[src/rtl/uart_rx.sv]
// uart_rx: oversampling UART receiver with mid-bit sampling, stop-bit check and break handling.
// Define UART_RX_PARITY_EN to add an even-parity bit and the parityErr output.
module uart_rx #(
    parameter int OVERSAMPLE = 16,
    parameter int DATA_BITS  = 8
) (
    input  logic                 clk,
    input  logic                 reset,
    input  logic                 in,
    output logic [DATA_BITS-1:0] data,
    output logic                 valid,
    output logic                 frameErr,
`ifdef UART_RX_PARITY_EN
    output logic                 parityErr,
`endif
    output logic                 busy
);
    localparam int TW = $clog2(OVERSAMPLE);
    localparam int BW = $clog2(DATA_BITS + 1);
    localparam logic [TW-1:0] T_MID  = TW'(OVERSAMPLE / 2 - 1);
    localparam logic [TW-1:0] T_LAST = TW'(OVERSAMPLE - 1);
    localparam logic [BW-1:0] B_LAST = BW'(DATA_BITS - 1);
    typedef enum logic [2:0] {
        IDLE,
        START,
        DATA,
`ifdef UART_RX_PARITY_EN
        PARITY,
`endif
        STOP,
        BREAK
    } state_t;
`ifdef UART_RX_PARITY_EN
    localparam state_t AFTER_DATA = PARITY;
`else
    localparam state_t AFTER_DATA = STOP;
`endif
    state_t               r_state;
    logic                 r_s1;
    logic                 r_s2;
    logic [TW-1:0]        r_tick;
    logic [BW-1:0]        r_bit;
    logic [DATA_BITS-1:0] r_sh;
    logic                 w_tick_last;
`ifdef UART_RX_PARITY_EN
    logic                 r_par_err;
`endif
    assign w_tick_last = r_tick == T_LAST;
    assign busy        = r_state != IDLE;

    always_ff @(posedge clk) begin
        if (reset) begin
            r_s1     <= 1'b1;
            r_s2     <= 1'b1;
            r_state  <= IDLE;
            r_tick   <= '0;
            r_bit    <= '0;
            r_sh     <= '0;
            data     <= '0;
            valid    <= 1'b0;
            frameErr <= 1'b0;
`ifdef UART_RX_PARITY_EN
            r_par_err <= 1'b0;
            parityErr <= 1'b0;
`endif
        end else begin
            r_s1     <= in;
            r_s2     <= r_s1;
            valid    <= 1'b0;
            frameErr <= 1'b0;
`ifdef UART_RX_PARITY_EN
            parityErr <= 1'b0;
`endif
            case (r_state)
                IDLE: begin
                    r_tick <= '0;
                    if (!r_s2) r_state <= START;
                end
                START: begin
                    // a start bit must still be low at its centre, otherwise it was a glitch
                    if (r_tick == T_MID) begin
                        r_state <= r_s2 ? IDLE : DATA;
                        r_tick  <= '0;
                        r_bit   <= '0;
                    end else begin
                        r_tick <= r_tick + 1'b1;
                    end
                end
                DATA: begin
                    if (w_tick_last) begin
                        for (int k = 0; k < DATA_BITS - 1; k++) r_sh[k] <= r_sh[k+1];
                        r_sh[DATA_BITS-1] <= r_s2;
                        r_bit  <= r_bit + 1'b1;
                        r_tick <= '0;
                        if (r_bit == B_LAST) r_state <= AFTER_DATA;
                    end else begin
                        r_tick <= r_tick + 1'b1;
                    end
                end
`ifdef UART_RX_PARITY_EN
                PARITY: begin
                    if (w_tick_last) begin
                        r_par_err <= r_s2 != ^r_sh;
                        r_tick    <= '0;
                        r_state   <= STOP;
                    end else begin
                        r_tick <= r_tick + 1'b1;
                    end
                end
`endif
                STOP: begin
                    // leave at mid-stop so a start edge right at the bit boundary is caught
                    if (w_tick_last) begin
                        data     <= r_sh;
                        valid    <= 1'b1;
                        frameErr <= !r_s2;
`ifdef UART_RX_PARITY_EN
                        parityErr <= r_par_err;
`endif
                        r_tick   <= '0;
                        r_state  <= r_s2 ? IDLE : BREAK;
                    end else begin
                        r_tick <= r_tick + 1'b1;
                    end
                end
                BREAK: begin
                    if (r_s2) r_state <= IDLE;
                end
                default: r_state <= IDLE;
            endcase
        end
    end
endmodule

[config.mk]
export PLATFORM = sky130hd
export DESIGN_NAME = uart_rx
export DESIGN_NICKNAME = d
export VERILOG_FILES = /design/src/rtl/uart_rx.sv
export SDC_FILE = /design/constraint.sdc
export NUM_CORES = 1
export LEC_CHECK = 0
export CAP_MARGIN = 10
export CORE_AREA = 2 2 68 70
export DETAILED_ROUTE_END_ITERATION = 6
export DIE_AREA = 0 0 70 72
export GPL_ROUTABILITY_DRIVEN = 0
export PLACE_DENSITY = 0.63
export SLEW_MARGIN = 10
export SYNTH_ARGS = -nofsm -noshare
export SYNTH_HDL_FRONTEND = slang
export SYNTH_SLANG_ARGS = --single-unit
[constraint.sdc]
create_clock -name clk -period 1.8 [get_ports clk]
set_clock_uncertainty 0.15 [all_clocks]
set_input_delay 0.18 -clock clk [delete_from_list [all_inputs] [get_ports clk]]
set_output_delay 0.18 -clock clk [all_outputs]
set_load 0.02 [all_outputs]
---- After elaboration in Yosys (flattened, before gate mapping) ----
Index checks and enable logic that the tools add are counted.
storage, ports and cells
  register bits ........................... 31
  word-level logic and storage cells ...... 54
cells by class
  add/sub/neg operators ................... 2
  reduce and logical (&&, ||, !) cells .... 12
  equality and inequality tests ........... 13
  bitwise gates (word level) .............. 2
  mux-type cells .......................... 16
operators by type and width
  cell                   count
  $mux W3                7
  $mux W4                4
  $pmux W3 S5            1
  $ne A2 B2 Y1 const B   6
  $pmux W4 S3            1
  $add A4 B1 Y4 const B  2
  $eq A4 B3 Y1 const B   2
  $pmux W4 S2            1
  $eq A3 B2 Y1 const B   2
  $reduce_and A6 Y1      1
  $reduce_bool A3 Y1     2
  $eq A4 B4 Y1 const B   1
  $reduce_and A2 Y1      2
  $reduce_or A2 Y1       2
  $eq A3 B1 Y1 const B   1
  $eq A3 B3 Y1 const B   1
  $logic_not A3 Y1       1
  $reduce_and A3 Y1      1
  $reduce_or A3 Y1       1
  $mux W2                1
  $not A1 Y1             2
  $reduce_bool A2 Y1     1
  $logic_not A1 Y1       1
  $mux W1                1

---- Logic depth before layout (Yosys ltp) ----
Gate-level depths: netlist of the first run.
  word-level depth ........................ 4
  gate-level depth with buffers ........... 7
  gate-level depth less buffers ........... 4

---- Worst setup path before layout of the first run ----
No wires, ideal clock.
  path type ............................... reg2reg
  start ................................... reg r_tick[0]
  end ..................................... reg r_bit[3]
  library setup time ...................... 0.079 ns
  arrival ................................. 1.357 ns
  setup slack ............................. 0.214 ns
  cell stages (with the launch flop) ...... 6
  cell sequence ........................... dfxtp_1 > ha_1 > buf_4 > nand3b_4 > or4b_1 > o211ai_1
on the way
  cells in the longest elaborated chain, start to end .. 3
  elaborated cells on any way between the ends .. 5
  those cells by class .................... eq/ne (4); reduce/logical (1)
ends and longest elaborated chain
  item                                                 RTL line  source
  start: declaration                                   41        logic [TW-1:0] r_tick;
  start signal: assignment                             86        r_tick <= r_tick + 1'b1;
  start signal: assignment                             97        r_tick <= r_tick + 1'b1;
  start signal: assignment                             123       r_tick <= r_tick + 1'b1;
  $eq A4 B3 Y1 / $eq A4 B4 Y1 (equally long branches)  81, 48
  $ne A2 B2 Y1 (no line)                               --
  $reduce_and A3 Y1 (no line) *                        --
  end signal: assignment                               93        r_bit <= r_bit + 1'b1;
  end: declaration                                     42        logic [BW-1:0] r_bit;
Every way passes the cells marked *; elsewhere a longest branch is shown, timed or not.
A chain may end at the register's enable or synchronous reset.

---- Final worst setup path of the first run ----
  start ................................... reg r_state[1]
  end ..................................... out busy
on the way
  cells in the longest elaborated chain, start to end .. 1
ends and longest elaborated chain
  item                      RTL line  source
  start: declaration        38        state_t r_state;
  start signal: assignment  82        r_state <= r_s2 ? IDLE : DATA;
  start signal: assignment  121       r_state <= r_s2 ? IDLE : BREAK;
  $reduce_bool A3 Y1        49        assign busy = r_state != IDLE;
  end: declaration          16        output logic busy
No other way between the ends.

==> results of run 1 <==
## path summary, 6_finish.rpt
kind                            slack (ns)                    start               endpoint  depth (start not counted)
worst max register to register        0.17   r_tick[0]$_SDFFE_PP0P_  r_bit[3]$_SDFFE_PP0P_                          4
worst min-delay path                  0.26          r_s1$_SDFF_PP1_        r_s2$_SDFF_PP1_                          1
worst min register to register        0.26          r_s1$_SDFF_PP1_        r_s2$_SDFF_PP1_                          1
worst max-delay path                  0.15  r_state[1]$_SDFFE_PP0P_                   busy                          2
## registers in the layout, indices dropped and copies added, names as in the netlist
signal,count
r_s2,1
valid,1
frameErr,1
r_tick,4
r_state,3
r_bit,4
r_sh,8
r_s1,1
data,8
## kinds of logic after synthesis
logic type	synth area share, %
buf+inv	7.21
simple gates	25.1
fa+ha+maj	1.74
mux	1.48
compound gates	20.8
flops	43.1
xor+xnor	0.608
## layout by cell type, fill, tap and decap left out, types with 2 or more instances in the layout
cell,instances
dfxtp_1,30
nand3_1,21
a21oi_1,19
o21ai_0,18
buf_4,15
clkdlybuf4s50_1,12
nand2_1,7
nor2_1,6
clkbuf_8,5
nand3b_1,3
nand2b_1,3
a211oi_1,3
or2_2,3
and3b_1,2
nor3b_1,2
nor2b_1,2
or3b_1,2
inv_1,2
nor4b_1,2
ha_1,2
clkbuf_1,2
## routing by layer
metal / track usage (%) / vias up / routed length [um]
met3: 2.92 / 5 / 91
met1: 17.0 / 555 / 1480
met5: 0 / - / 0
li1: - / 632 / -
met4: 6.20 / 0 / 51
met2: 19.5 / 19 / 1270
## cell type report
class | count | area share, %
clock buffer | 7 | 4.40
clock inverter | 1 | 0.289
inverter | 2 | 0.433
multi-input combinational | 116 | 41.3
sequential | 31 | 35.9
tap | 52 | 3.75
timing repair buffer | 28 | 13.9
## power breakdown
group          switching, mW  internal [mW]  total (mW)
logic                 0.0195         0.0172      0.0366
registers            0.00232          0.689       0.691
clock network          0.250          0.271       0.520
total                  0.272          0.977        1.25
## through the flow
stage / setup WS [ns] / utilization (%) / instance area, um^2 / std cells
6_report: 0.146 / 40.6 / 1730 / 237
5_1_grt: 0.0676 / 40.6 / 1730 / 237
2_1_floorplan: 0.214 / - / 1440 / 165
4_1_cts: 0.131 / 40.6 / 1730 / 237
3_5_place_dp: 0.139 / 38.7 / 1650 / 229
3_3_place_gp: 0.139 / 38.7 / 1650 / 229
## timing repair
| action | CTS | global route |
|---|---|---|
| endpoints found under the setup margin | 1 | 0 |
| hold endpoints to repair | 0 | 0 |
| resized for setup | 2 | 0 |
==> results.md, run 1 <==
- Fmax: 0.604 GHz
- Worst hold path class: reg2reg
- Core Box Area: 4260 um^2
- Drt pass-1 iters: 4
- Tcrit/Tclk final: 91.9%
- Post-synth top area cell: dfxtp_1
- Via count: 1211
- CTS tree: built
- Largest net degree at the start of global routing: 19
- Vias per std cell: 5.11
- Primary FF master, synth: dfxtp_1
- Root Buffer: clkbuf_8
- Post-CTS Repair Setup Buffers: 0
- Clock Latency Late Sink: 0.28 ns
- Final Power: 1.25 mW
- Fill count: 455
- Ant. Diodes: 0
- Initial Util: 33.8%
- Flops & latches, synth: 31
- EDFF count, synth: 0
- # hold bufs at CTS: 0
- CP Launch Type: flip-flop
- Number of global-route vias before repair: 1132
- First-pass GRT wire length: 5.13 mm
- Max stage delay on crit path: 0.39 ns
- Ports: 14
- Post-Route WL: 2.89 mm
- Synth cell count leaders: dfxtp_1, nand3_1, a21oi_1, o21ai_0, nand2_1
- Grt ovf: 0
- Worst rel slew slack: 73.4%
- Syn Area/Cell: 8.73 um^2
- CTS H-tree depth: 2
- Antenna violations before repair: 0
- Sequential element share of the synthesized area: 43.1%
- Critical path data required time: 1.47 ns
- Syn nets: 170
- Port buffer count: 13
- CP Max Fanout: 14
- Clock sinks: 31
- Status: finished, final reports clean
- Most common cell in the netlist: dfxtp_1
- Share of cells above drive strength 1: 16.2%
- Post-detailed-route count of antenna-violating nets: 0
- Rows: 24
- TNS Setup: 0 ns
- Peak VDD IR: 0.461 mV
- Reg clk slew, reported paths: 0.06 ns
- Fin crit period: 1.65 ns
- Ys async rst share: 0%
- Yosys Warn Count: 0
- Top cell type's share of synthesized area: 43.1%
- FF/Latch Area: 622 um^2
- Final hold vios: 0
- Mapped Cells: 165
- Synthesized cell area: 1440 um^2
- Total GRT Usage: 12.7%
- Cell Pwr Density: 721 nW/um^2
- Worst Setup End Kind: output port
- Drt initial violations: 120
- Max-capacitance violation count: 0
- Slew @ Worst Pin: 0.394 ns
- Top cells by area, synth: dfxtp_1, nand3_1, a21oi_1
- Final nets: 189
- Hold slack: 0.262 ns
- DR DRC count: 0
- Multi-input logic area: 716 um^2
- Routed length per instance: 12.2 um
- Max-slew violations: 0
- Area Growth Syn to Fin: 20.3%
- Buffers and inverters on the worst path: 1
- Clock tree buffer depth: 2
- Crit path DAT: 1.32 ns
- CP max-delay cell: dfxtp_2
- Die area: 5040 um^2
- Synth cell types: 42
- Top delay family on crit path: flip-flops
- DP HPWL: 1.95 mm
- TritonCTS Buffers: 5
- CP cell instances: or3_1, dlygate4sd2_1
- RSZ-0062 raised after global routing: no
- Die width: 70 um
- Crit path kind: reg2out
- P_leak: 0.613 nW
- Die Span Y: 72 um
- Setup Viol. Count Final: 0
Note: power is estimated with default switching activity, not from simulation.
==> inputs of run 2 (changes only) <==
--- a/config.mk
+++ b/config.mk
@@ -5,6 +5,7 @@
 export SDC_FILE = /design/constraint.sdc
 export NUM_CORES = 1
 export LEC_CHECK = 0
+export ABC_AREA = 0
 export CAP_MARGIN = 10
 export CORE_AREA = 2 2 68 70
 export DETAILED_ROUTE_END_ITERATION = 6
==> results of run 2 <==
Final layout, timing and power as in run 1 (identical DEF).
